File: src/rtl/blowfish_pkg.sv
// Shared widths, mode encoding and sequencer state encoding for the
// Blowfish block sequencer.
package blowfish_pkg;
   localparam int BLK_W         = 128;
   localparam int WORD_W        = 32;
   localparam int WORDS_PER_BLK = 4;

   localparam logic MODE_ENC = 1'b0;
   localparam logic MODE_DEC = 1'b1;

   typedef enum logic [1:0] {
      FILL = 2'd0,
      WAIT = 2'd1,
      HOLD = 2'd2
   } seq_state_e;
endpackage

File: src/rtl/blowfish_word_packer.sv
// Packs accepted 32-bit words into the 128-bit core block, most significant
// slot first, zero-padding the tail of short blocks. Latches the mode with
// the first word and flags the accept that closes the block.
module blowfish_word_packer
   import blowfish_pkg::*;
(
   input  logic              clk,
   input  logic              rst,
   input  logic              accept,
   input  logic              clear,
   input  logic [WORD_W-1:0] data,
   input  logic              last,
   input  logic              mode_in,
   output logic [BLK_W-1:0]  pt,
   output logic              mode,
   output logic              block_closed
);
   logic [1:0] idx;

   // Block ends on the fourth word or on an early in_last, whichever is first.
   assign block_closed = accept && ((idx == 2'd3) || last);

   // Slot write, tail zeroing, mode latch and word index.
   always_ff @(posedge clk) begin
      if (rst) begin
         pt   <= '0;
         mode <= MODE_ENC;
         idx  <= 2'd0;
      end else if (clear) begin
         pt <= '0;
      end else if (accept) begin
         if (idx == 2'd0)
            mode <= mode_in;
         for (int s = 0; s < WORDS_PER_BLK; s++) begin
            if (s == int'(idx))
               pt[BLK_W-1-s*WORD_W -: WORD_W] <= data;
            else if (last && (s > int'(idx)))
               pt[BLK_W-1-s*WORD_W -: WORD_W] <= '0;
         end
         idx <= block_closed ? 2'd0 : idx + 2'd1;
      end
   end
endmodule

File: src/rtl/blowfish_block_sequencer.sv
// Feeds one block at a time into the Blowfish core: fills pt from a word
// stream, waits the fixed core latency, then offers the captured ct on a
// valid/ready result port until it is taken.
module blowfish_block_sequencer
   import blowfish_pkg::*;
#(
   parameter int CORE_LAT = 17,
   parameter int CNT_W    = 8
) (
   input  logic              clk,
   input  logic              rst,
   input  logic [WORD_W-1:0] in_data,
   input  logic              in_valid,
   input  logic              in_last,
   input  logic              in_mode,
   output logic              in_ready,
   output logic [BLK_W-1:0]  pt,
   output logic              mode,
   input  logic [BLK_W-1:0]  ct,
   output logic [BLK_W-1:0]  out_data,
   output logic              out_valid,
   input  logic              out_ready
);
   seq_state_e       state, state_nx;
   logic [CNT_W-1:0] cnt;
   logic             accept, closed, lat_done, handshake;

   assign in_ready  = (state == FILL);
   assign accept    = in_valid && in_ready;
   assign lat_done  = (state == WAIT) && (cnt == CNT_W'(CORE_LAT - 1));
   assign handshake = (state == HOLD) && out_valid && out_ready;

   blowfish_word_packer u_packer (
      .clk          (clk),
      .rst          (rst),
      .accept       (accept),
      .clear        (handshake),
      .data         (in_data),
      .last         (in_last),
      .mode_in      (in_mode),
      .pt           (pt),
      .mode         (mode),
      .block_closed (closed)
   );

   // State register.
   always_ff @(posedge clk) begin
      if (rst) state <= FILL;
      else     state <= state_nx;
   end

   // Next state: fill -> wait out the core latency -> hold result -> fill.
   always_comb begin
      state_nx = state;
      case (state)
         FILL:    if (closed)    state_nx = WAIT;
         WAIT:    if (lat_done)  state_nx = HOLD;
         HOLD:    if (handshake) state_nx = FILL;
         default:                state_nx = FILL;
      endcase
   end

   // Latency counter: starts at 0 on the close edge, counts every WAIT cycle.
   always_ff @(posedge clk) begin
      if (rst)                 cnt <= '0;
      else if (closed)         cnt <= '0;
      else if (state == WAIT)  cnt <= cnt + 1'b1;
   end

   // Result register: capture ct when the latency expires; data outlives valid.
   always_ff @(posedge clk) begin
      if (rst) begin
         out_data  <= '0;
         out_valid <= 1'b0;
      end else if (lat_done) begin
         out_data  <= ct;
         out_valid <= 1'b1;
      end else if (handshake) begin
         out_valid <= 1'b0;
      end
   end
endmodule

File: config.mk
export PLATFORM = sky130hd
export DESIGN_NAME = blowfish_block_sequencer
export DESIGN_NICKNAME = d
export VERILOG_FILES = /design/src/rtl/blowfish_pkg.sv /design/src/rtl/blowfish_word_packer.sv /design/src/rtl/blowfish_block_sequencer.sv
export SDC_FILE = /design/constraint.sdc
export NUM_CORES = 1
export LEC_CHECK = 0
export ABC_CLOCK_PERIOD_IN_PS = 2400
export CORE_AREA = 2 2 165 167
export DETAILED_ROUTE_END_ITERATION = 8
export DIE_AREA = 0 0 167 169
export GPL_TIMING_DRIVEN = 0
export PLACE_DENSITY = 0.76
export REMOVE_ABC_BUFFERS = 1
export SETUP_SLACK_MARGIN = 0.15
export SKIP_LAST_GASP = 1
export SYNTH_ARGS = -nofsm -noshare
export SYNTH_HDL_FRONTEND = slang
export SYNTH_HIERARCHICAL = 1
export SYNTH_SLANG_ARGS = --single-unit
export TNS_END_PERCENT = 100
File: constraint.sdc
create_clock -name clk -period 2.4 [get_ports clk]
set_input_delay 0.72 -clock clk [delete_from_list [all_inputs] [get_ports clk]]
set_output_delay 0.72 -clock clk [all_outputs]
set_load 0.01 [all_outputs]
==> impl_metrics.yaml, run 1 <==
status:
  run_status: "finished, final reports clean"
place:
  port_buffer_cells: 424
  placedCellCount: 1888
  detail_placement_hpwl_microns: 27200
  placer_s_final_routability_congestion_estimate: 0.786
  pre_cts_ws_ns: -1.33
hold_path:
  holdPathStages: 2
  timing.hold.worst_endpoint: "u_packer/pt[78]"
  worst_hold_path_type: "reg -> reg"
  hp-start: "u_packer/pt[78]"
drt:
  post_drt_via_cell_ratio: 5.86
  vias_after_detailed_routing: 11434
  route.detailed.drc: 0
  detailedRoute.firstIterationViolations: 866
  wire_per_inst_microns: 21.1
  detail-route-antenna-nets: 0
  routed_wire_length_microns: 41100
  drt_pass1_iterations: 5
yosys:
  syn-mean-instance-area_sq_um: 9.37
  yosys-top-cells-count: "dfxtp_1 (270), a21oi_1 (171), nand4_1 (161)"
  synth.area.top_cells: "dfxtp_1 (46%), o31ai_2 (12%), nand4_1 (8.6%)"
  synth.ff_latch_count: 270
  synth_area_leader_cell: "dfxtp_1"
  seq_area_frac_synth_pct: 46.3
  yosysTopAreaCellShare_pct: 46.3
  synthCells: 1245
  post-synth-top-count-cell: "dfxtp_1"
  synthDistinctLibCells: 39
  synth-warning-count: 6
  synth_top_flop_cell: "dfxtp_1"
  synth-edff-count: 0
  ys_async_sr_fraction_pct: 0
  post_synth_instance_area_sq_um: 11700
worst_setup_path:
  start_point_of_the_critical_path: "out_data[97]"
  crit_path_max_incr_delay_ns: 0.62
  critical_path_peak_fanout: 2
  timing.critical_path.max_delay_family: "buffers and inverters"
  cp_data_required_time_ns: 1.68
  reg2reg_from: "cnt[1]"
  crit-reg2reg-capture: "out_data[1]"
  crit_path_start_kind: "flop"
  worstSetupEndpointType: "output port"
  flop2flop_setup_slack_ns: 0.24
  arrival_ns: 1.52
  path_cells: "clkdlybuf4s50_1"
  timing_worst_setup_path_type: "reg -> out"
  cp.buffers_inverters: 1
  cpMaxStageDelayCell: "clkdlybuf4s50_1"
  worst-r2r-cell-count: 5
power_and_ir_drop:
  pwr_density_cell_nw_per_um2: 601
  cellLeakagePower_nw: 5.81
  worst_ir_drop_vdd_mv: 0.528
  power_mw: 10.4
die:
  die_area_sq_um: 28200
  start_util_pct: 44.0
  top_level_ports: 425
  core_area_sq_um: 26500
  horizontal_extent_of_the_die_microns: 167
  chipHeight_microns: 169
  fp-row-count: 60
grt:
  grt_overflow_total: 0
  grt_pass1_wl_microns: 62700
  maximum_number_of_pins_on_one_net_before_global_route_repair: 88
  first_global_vias: 10981
  antenna_violations_before_repair: 3
  grtUsageTotal_pct: 27.1
sta:
  finalSetupViolations: 0
  report.final.hold_viol_count: 0
  fin_worst_skew_ns: 0.0171
  grt_setup_unrepaired: "true"
  fmax_mhz: 447
  whs_ns: 0.452
  final_critical_delay_including_setup_and_external_delays_ns: 2.24
  timing_worst_slew_pin_value_ns: 0.842
  final_critical_path_setup_slack_ns: 0.163
  maxSlewHeadroom_pct: 43.9
  timing_max_transition_violations_final: 0
  final_min_period_over_clock_period_pct: 93.2
clock_tree:
  clk_root_buffer_cell: "clkbuf_16"
  numCtsBuffers: 30
  htree_num_levels: 1
  clock_latency_ns: 0.56
  clock_sink_count: 270
  cts_max_path_buffers: 3
  clk_transition_reported_paths_ns: 0.06
  cts_tree: "built"
final_layout:
  finalNonFillerCells: 1950
  fin_nets: 1757
  multi_input_comb_area_sq_um: 5440
  fill_cells: 2078
  regArea_sq_um: 5410
  final_util_pct: 65.6
  layout-drive-gt1-share_pct: 14.2
  syn_to_final_growth_pct: 49.0
job:
  maxCapViolCount: 0
==> routing by layer <==
metal | global-route usage (%) | vias to the layer above | share of wire [%]
met5 | 0 | - | 0
met4 | 9.15 | 0 | 3.1
met3 | 8.02 | 80 | 9.6
met2 | 45.9 | 536 | 49
met1 | 33.1 | 5546 | 38
li1 | - | 5272 | -
==> power breakdown <==
group / leakage (nW) / internal, mW / switching (mW)
clock: 0.505 / 2.93 / 1.91
sequential: 2.18 / 4.54 / 0.0361
combinational: 3.12 / 0.479 / 0.547
total: 5.81 / 7.95 / 2.50
==> stage by stage <==
stage	area [sq um]	setup TNS, ns
4_1_cts	17300	0
5_1_grt	17400	0
3_3_place_gp	15400	-2859.43
6_report	17400	0
2_1_floorplan	10700	-1230.34
3_5_place_dp	16200	-122.14
==> logic make-up after synthesis <==
kind of cell	count (synthesis)	synth area share, %
compound gates	375	24.6
xor+xnor	2	0.150
fa+ha+maj	6	0.643
buf+inv	164	8.16
flops	270	46.3
mux	32	2.75
simple gates	396	17.4
==> worst max path at each step <==
stage	end	cells past startpoint	slack, ns
final	out_data[97]	1	0.16
after detailed placement	u_packer/mode	5	-1.33
after global placement	out_valid	5	-15.00
after global routing	out_data[86]	5	0.13
after floorplan	out_valid	5	-8.12
after CTS	out_data[6]	1	0.15
==> sequential cells by signal (all words and copies together) (netlist names) <==
name / flops
cnt: 8
out_data: 128
out_valid: 1
state: 2
u_packer/idx: 2
u_packer/mode: 1
u_packer/pt: 128
==> area by class of cell <==
| cell class | count | area share, % |
|---|---|---|
| antenna | 2 | 0.0288 |
| inverter | 7 | 0.151 |
| multi-input combinational | 813 | 31.3 |
| clock inverter | 16 | 1.15 |
| tap | 341 | 2.45 |
| timing repair buffer | 463 | 28.9 |
| clock buffer | 38 | 4.90 |
| sequential | 270 | 31.1 |
==> timing repair <==
action	CTS	global route
hold buffers	0	0
buffers inserted	4	0
gates cloned	1	1
setup endpoints to repair	266	141
resized for setup	26	14
pin swaps	0	1
==> placed cells by master (no fill, tap or decap), drive strengths merged, types with 2 or more instances in the layout <==
master / synthesis / layout
a21oi: 171 / 171
a22oi: 33 / 33
and2: 3 / 3
buf: 111 / 40
bufinv: 0 / 4
clkbuf: 46 / 38
clkdlybuf4s50: 0 / 396
clkinv: 0 / 7
clkinvlp: 0 / 5
dfxtp: 270 / 270
diode: 0 / 2
dlygate4sd2: 0 / 15
dlymetal6s2s: 0 / 12
ha: 6 / 6
inv: 7 / 7
mux2i: 32 / 32
nand2: 135 / 135
nand2b: 4 / 5
nand3: 34 / 34
nand3b: 3 / 3
nand4: 161 / 161
nand4b: 2 / 2
nand4bb: 1 / 2
nor2: 40 / 40
nor2b: 2 / 2
o21ai: 38 / 38
o31ai: 130 / 130
or2: 2 / 2
or3: 4 / 4
or4: 2 / 2
Note: power is estimated with default switching activity, not from simulation.
==> run 2, diff against run 1 <==
- ABC_AREA: not set -> 1
- CORE_AREA: 2 2 165 167 -> not set
- CORE_UTILIZATION: not set -> 46
- DIE_AREA: 0 0 167 169 -> not set
- PLACE_DENSITY: 0.76 -> 0.78
==> impl_metrics.yaml, run 2 <==
final_layout:
  final_util_pct: 69.9
  largest_regs: "out_data x128, u_packer/pt x128, cnt x8"
  finish.instance_area_sq_um: 17800
  final_common_cell: "nand2_1"
  finalNonFillerCells: 2646
  syn_to_final_growth_pct: 47.3
  layout.cells.most_common_list: "nand2_1 (505), inv_1 (435), clkdlybuf4s50_1 (414)"
  fin_nets: 2460
  fill_cells: 2074
  layout-drive-gt1-share_pct: 4.71
clock_tree:
  clock_sink_count: 270
  clk_transition_reported_paths_ns: 0.06
  cts_tree: "built"
  numCtsBuffers: 30
  htree_num_levels: 1
  clk_root_buffer_cell: "clkbuf_16"
  number_of_hold_buffers_added_after_cts: 0
  cts_max_path_buffers: 3
  clock_latency_ns: 0.55
worst_setup_path:
  cpMaxStageDelayCell: "clkdlybuf4s50_1"
  critical_path_peak_fanout: 2
  flop2flop_setup_slack_ns: 0.28
  timing_worst_setup_path_type: "reg -> out"
  reg2reg_from: "u_packer/idx[1]"
  crit_path_max_incr_delay_ns: 0.61
  path_cells: "clkdlybuf4s50_1"
  worstSetupPathDepth: 1
  worst-r2r-cell-count: 8
  cp.buffers_inverters: 1
  crit_path_start_kind: "flop"
  arrival_ns: 1.49
  timing.critical_path.max_delay_family: "buffers and inverters"
  worstSetupEndpointType: "output port"
  crit-reg2reg-capture: "u_packer/pt[73]"
  cp_data_required_time_ns: 1.68
hold_path:
  hp-start: "u_packer/pt[7]"
  timing.hold.worst_endpoint: "u_packer/pt[7]"
  worst_hold_path_type: "reg -> reg"
  holdPathStages: 2
sta:
  final_critical_path_setup_slack_ns: 0.191
  grt_setup_unrepaired: "true"
  final_min_period_over_clock_period_pct: 92.0
  finalSetupViolations: 0
  whs_ns: 0.464
  report.final.hold_viol_count: 0
  maxSlewHeadroom_pct: 41.6
  timing_worst_slew_pin_value_ns: 0.876
  tns_ns: 0
  final_critical_delay_including_setup_and_external_delays_ns: 2.21
  fmax_mhz: 453
  timing_max_transition_violations_final: 0
  fin_worst_skew_ns: 0.0113
place:
  detail_placement_hpwl_microns: 26600
  port_buffer_cells: 424
  placedCellCount: 2566
  pre_cts_ws_ns: -2.63
  dpl_cell_area_sq_um: 16500
  placer_s_final_routability_congestion_estimate: 0.869
die:
  top_level_ports: 425
  fp-row-count: 58
  die_area_sq_um: 26900
  core_area_sq_um: 25500
  horizontal_extent_of_the_die_microns: 164
  chipHeight_microns: 164
  start_util_pct: 47.5
yosys:
  seq_area_frac_synth_pct: 44.7
  ys_async_sr_fraction_pct: 0
  post-synth-top-count-cell: "nand2_1"
  synth.ff_latch_count: 270
  yosys-top-cells-count: "nand2_1 (506), inv_1 (439), nor2_1 (315)"
  synth.area.top_cells: "dfxtp_1 (45%), nand2_1 (16%), inv_1 (14%)"
  synthDistinctLibCells: 21
  synth-edff-count: 0
  synth-warning-count: 6
  synth_area_leader_cell: "dfxtp_1"
  post_synth_instance_area_sq_um: 12100
  synthCells: 1900
  synth_top_flop_cell: "dfxtp_1"
  syn-mean-instance-area_sq_um: 6.36
  yosysTopAreaCellShare_pct: 44.7
job:
  maxCapViolCount: 0
power_and_ir_drop:
  power_mw: 10.9
  cellLeakagePower_nw: 8.28
  worst_ir_drop_vdd_mv: 0.682
  internal-power_mw: 8.08
  clockPowerShare_pct: 42.5
  comb_power_share_pct: 14.1
  p_sw_mw: 2.78
  pwr_density_cell_nw_per_um2: 610
  power_frac_seq_pct: 43.4
  swShare_pct: 25.6
grt:
  grt_pass1_wl_microns: 61900
  antenna_violations_before_repair: 2
  grt_overflow_total: 0
  first_global_vias: 11626
  maximum_number_of_pins_on_one_net_before_global_route_repair: 86
  grtUsageTotal_pct: 29.3
drt:
  post_drt_via_cell_ratio: 4.69
  detail-route-antenna-nets: 0
  route.detailed.drc: 0
  met3WireLength_microns: 3270
  wl_met2_microns: 19800
  vias_after_detailed_routing: 12415
  routed_wire_length_microns: 41000
  detailedRoute.firstIterationViolations: 779
  drt_pass1_iterations: 5
  wire_per_inst_microns: 15.5
  route.layer.met1.wl_microns: 15700
  route.top_layer_used: "met4"
status:
  run_status: "finished, final reports clean"
run 2: changes by cell type in the layout (fill, tap and decap cells not counted), moves of 18 or more:
cell             delta
inv_1             +428
nand2_1           +371
nor2_1            +275
nand4_1           -161
o31ai_2           -113
nand3_1           +105
a21oi_1           -101
a22oi_1            -33
mux2i_1            -32
clkdlybuf4s50_1    +18
run 2: power groups by stage:
| stage | clock network, mW | logic, mW | registers, mW |
|---|---|---|---|
| 5_1_grt | 4.88 | 1.66 | 4.73 |
| 4_1_cts | 4.69 | 1.50 | 4.71 |
| 2_1_floorplan | 0 | 0.546 | 4.87 |
| 3_5_place_dp | 0 | 1.43 | 4.81 |
| 3_3_place_gp | 0 | 1.40 | 4.80 |
| 6_report | 4.61 | 1.53 | 4.71 |
run 2: how the worst max path moves through the flow:
stage	slack (ns)	start	endpoint
6_report	0.19	u_packer/pt[25]	pt[25]
5_1_grt	0.12	u_packer/idx[0]	u_packer/pt[73]
4_1_cts	-0.04	u_packer/idx[1]	u_packer/pt[73]
3_5_place_dp	-2.63	in_valid	u_packer/pt[121]
3_3_place_gp	-6.31	state[0]	out_valid
2_1_floorplan	-2.80	state[0]	out_valid
run 2: logic make-up (layout without fill, tap and decap cells):
group	Yosys count	after routing	share of synthesized area (%)
and+or+nand+nor	971	977	31.8
buffers and inverters	544	950	18.3
AOI/OAI and AO/OA	109	109	4.51
adders and majority gates	6	6	0.621
other	0	4	0
DFF	270	270	44.7
run 2: metal layers:
metal	vias up	global-route usage, %
met1	5538	33.4
met4	0	16.4
met5	-	0
met2	493	50.4
li1	6256	-
met3	128	6.44
run 2: timing repair:
item	in CTS	in global routing
resized for setup	14	14
setup buffers	5	6
endpoints found under the setup margin	271	173
gates cloned	9	0
pin swaps	5	2
run 2: layout make-up:
| type | instances | area, sq um | area share (%) |
|---|---|---|---|
| timing repair inverter | 3 | 22.5 | 0.126 |
| tap | 330 | 413 | 2.32 |
| inverter | 443 | 1680 | 9.41 |
| clock inverter | 12 | 106 | 0.597 |
| clock buffer | 44 | 903 | 5.07 |
| antenna | 4 | 10.0 | 0.0562 |
| multi-input combinational | 1092 | 4610 | 25.9 |
| sequential | 270 | 5410 | 30.4 |
| timing repair buffer | 448 | 4670 | 26.2 |
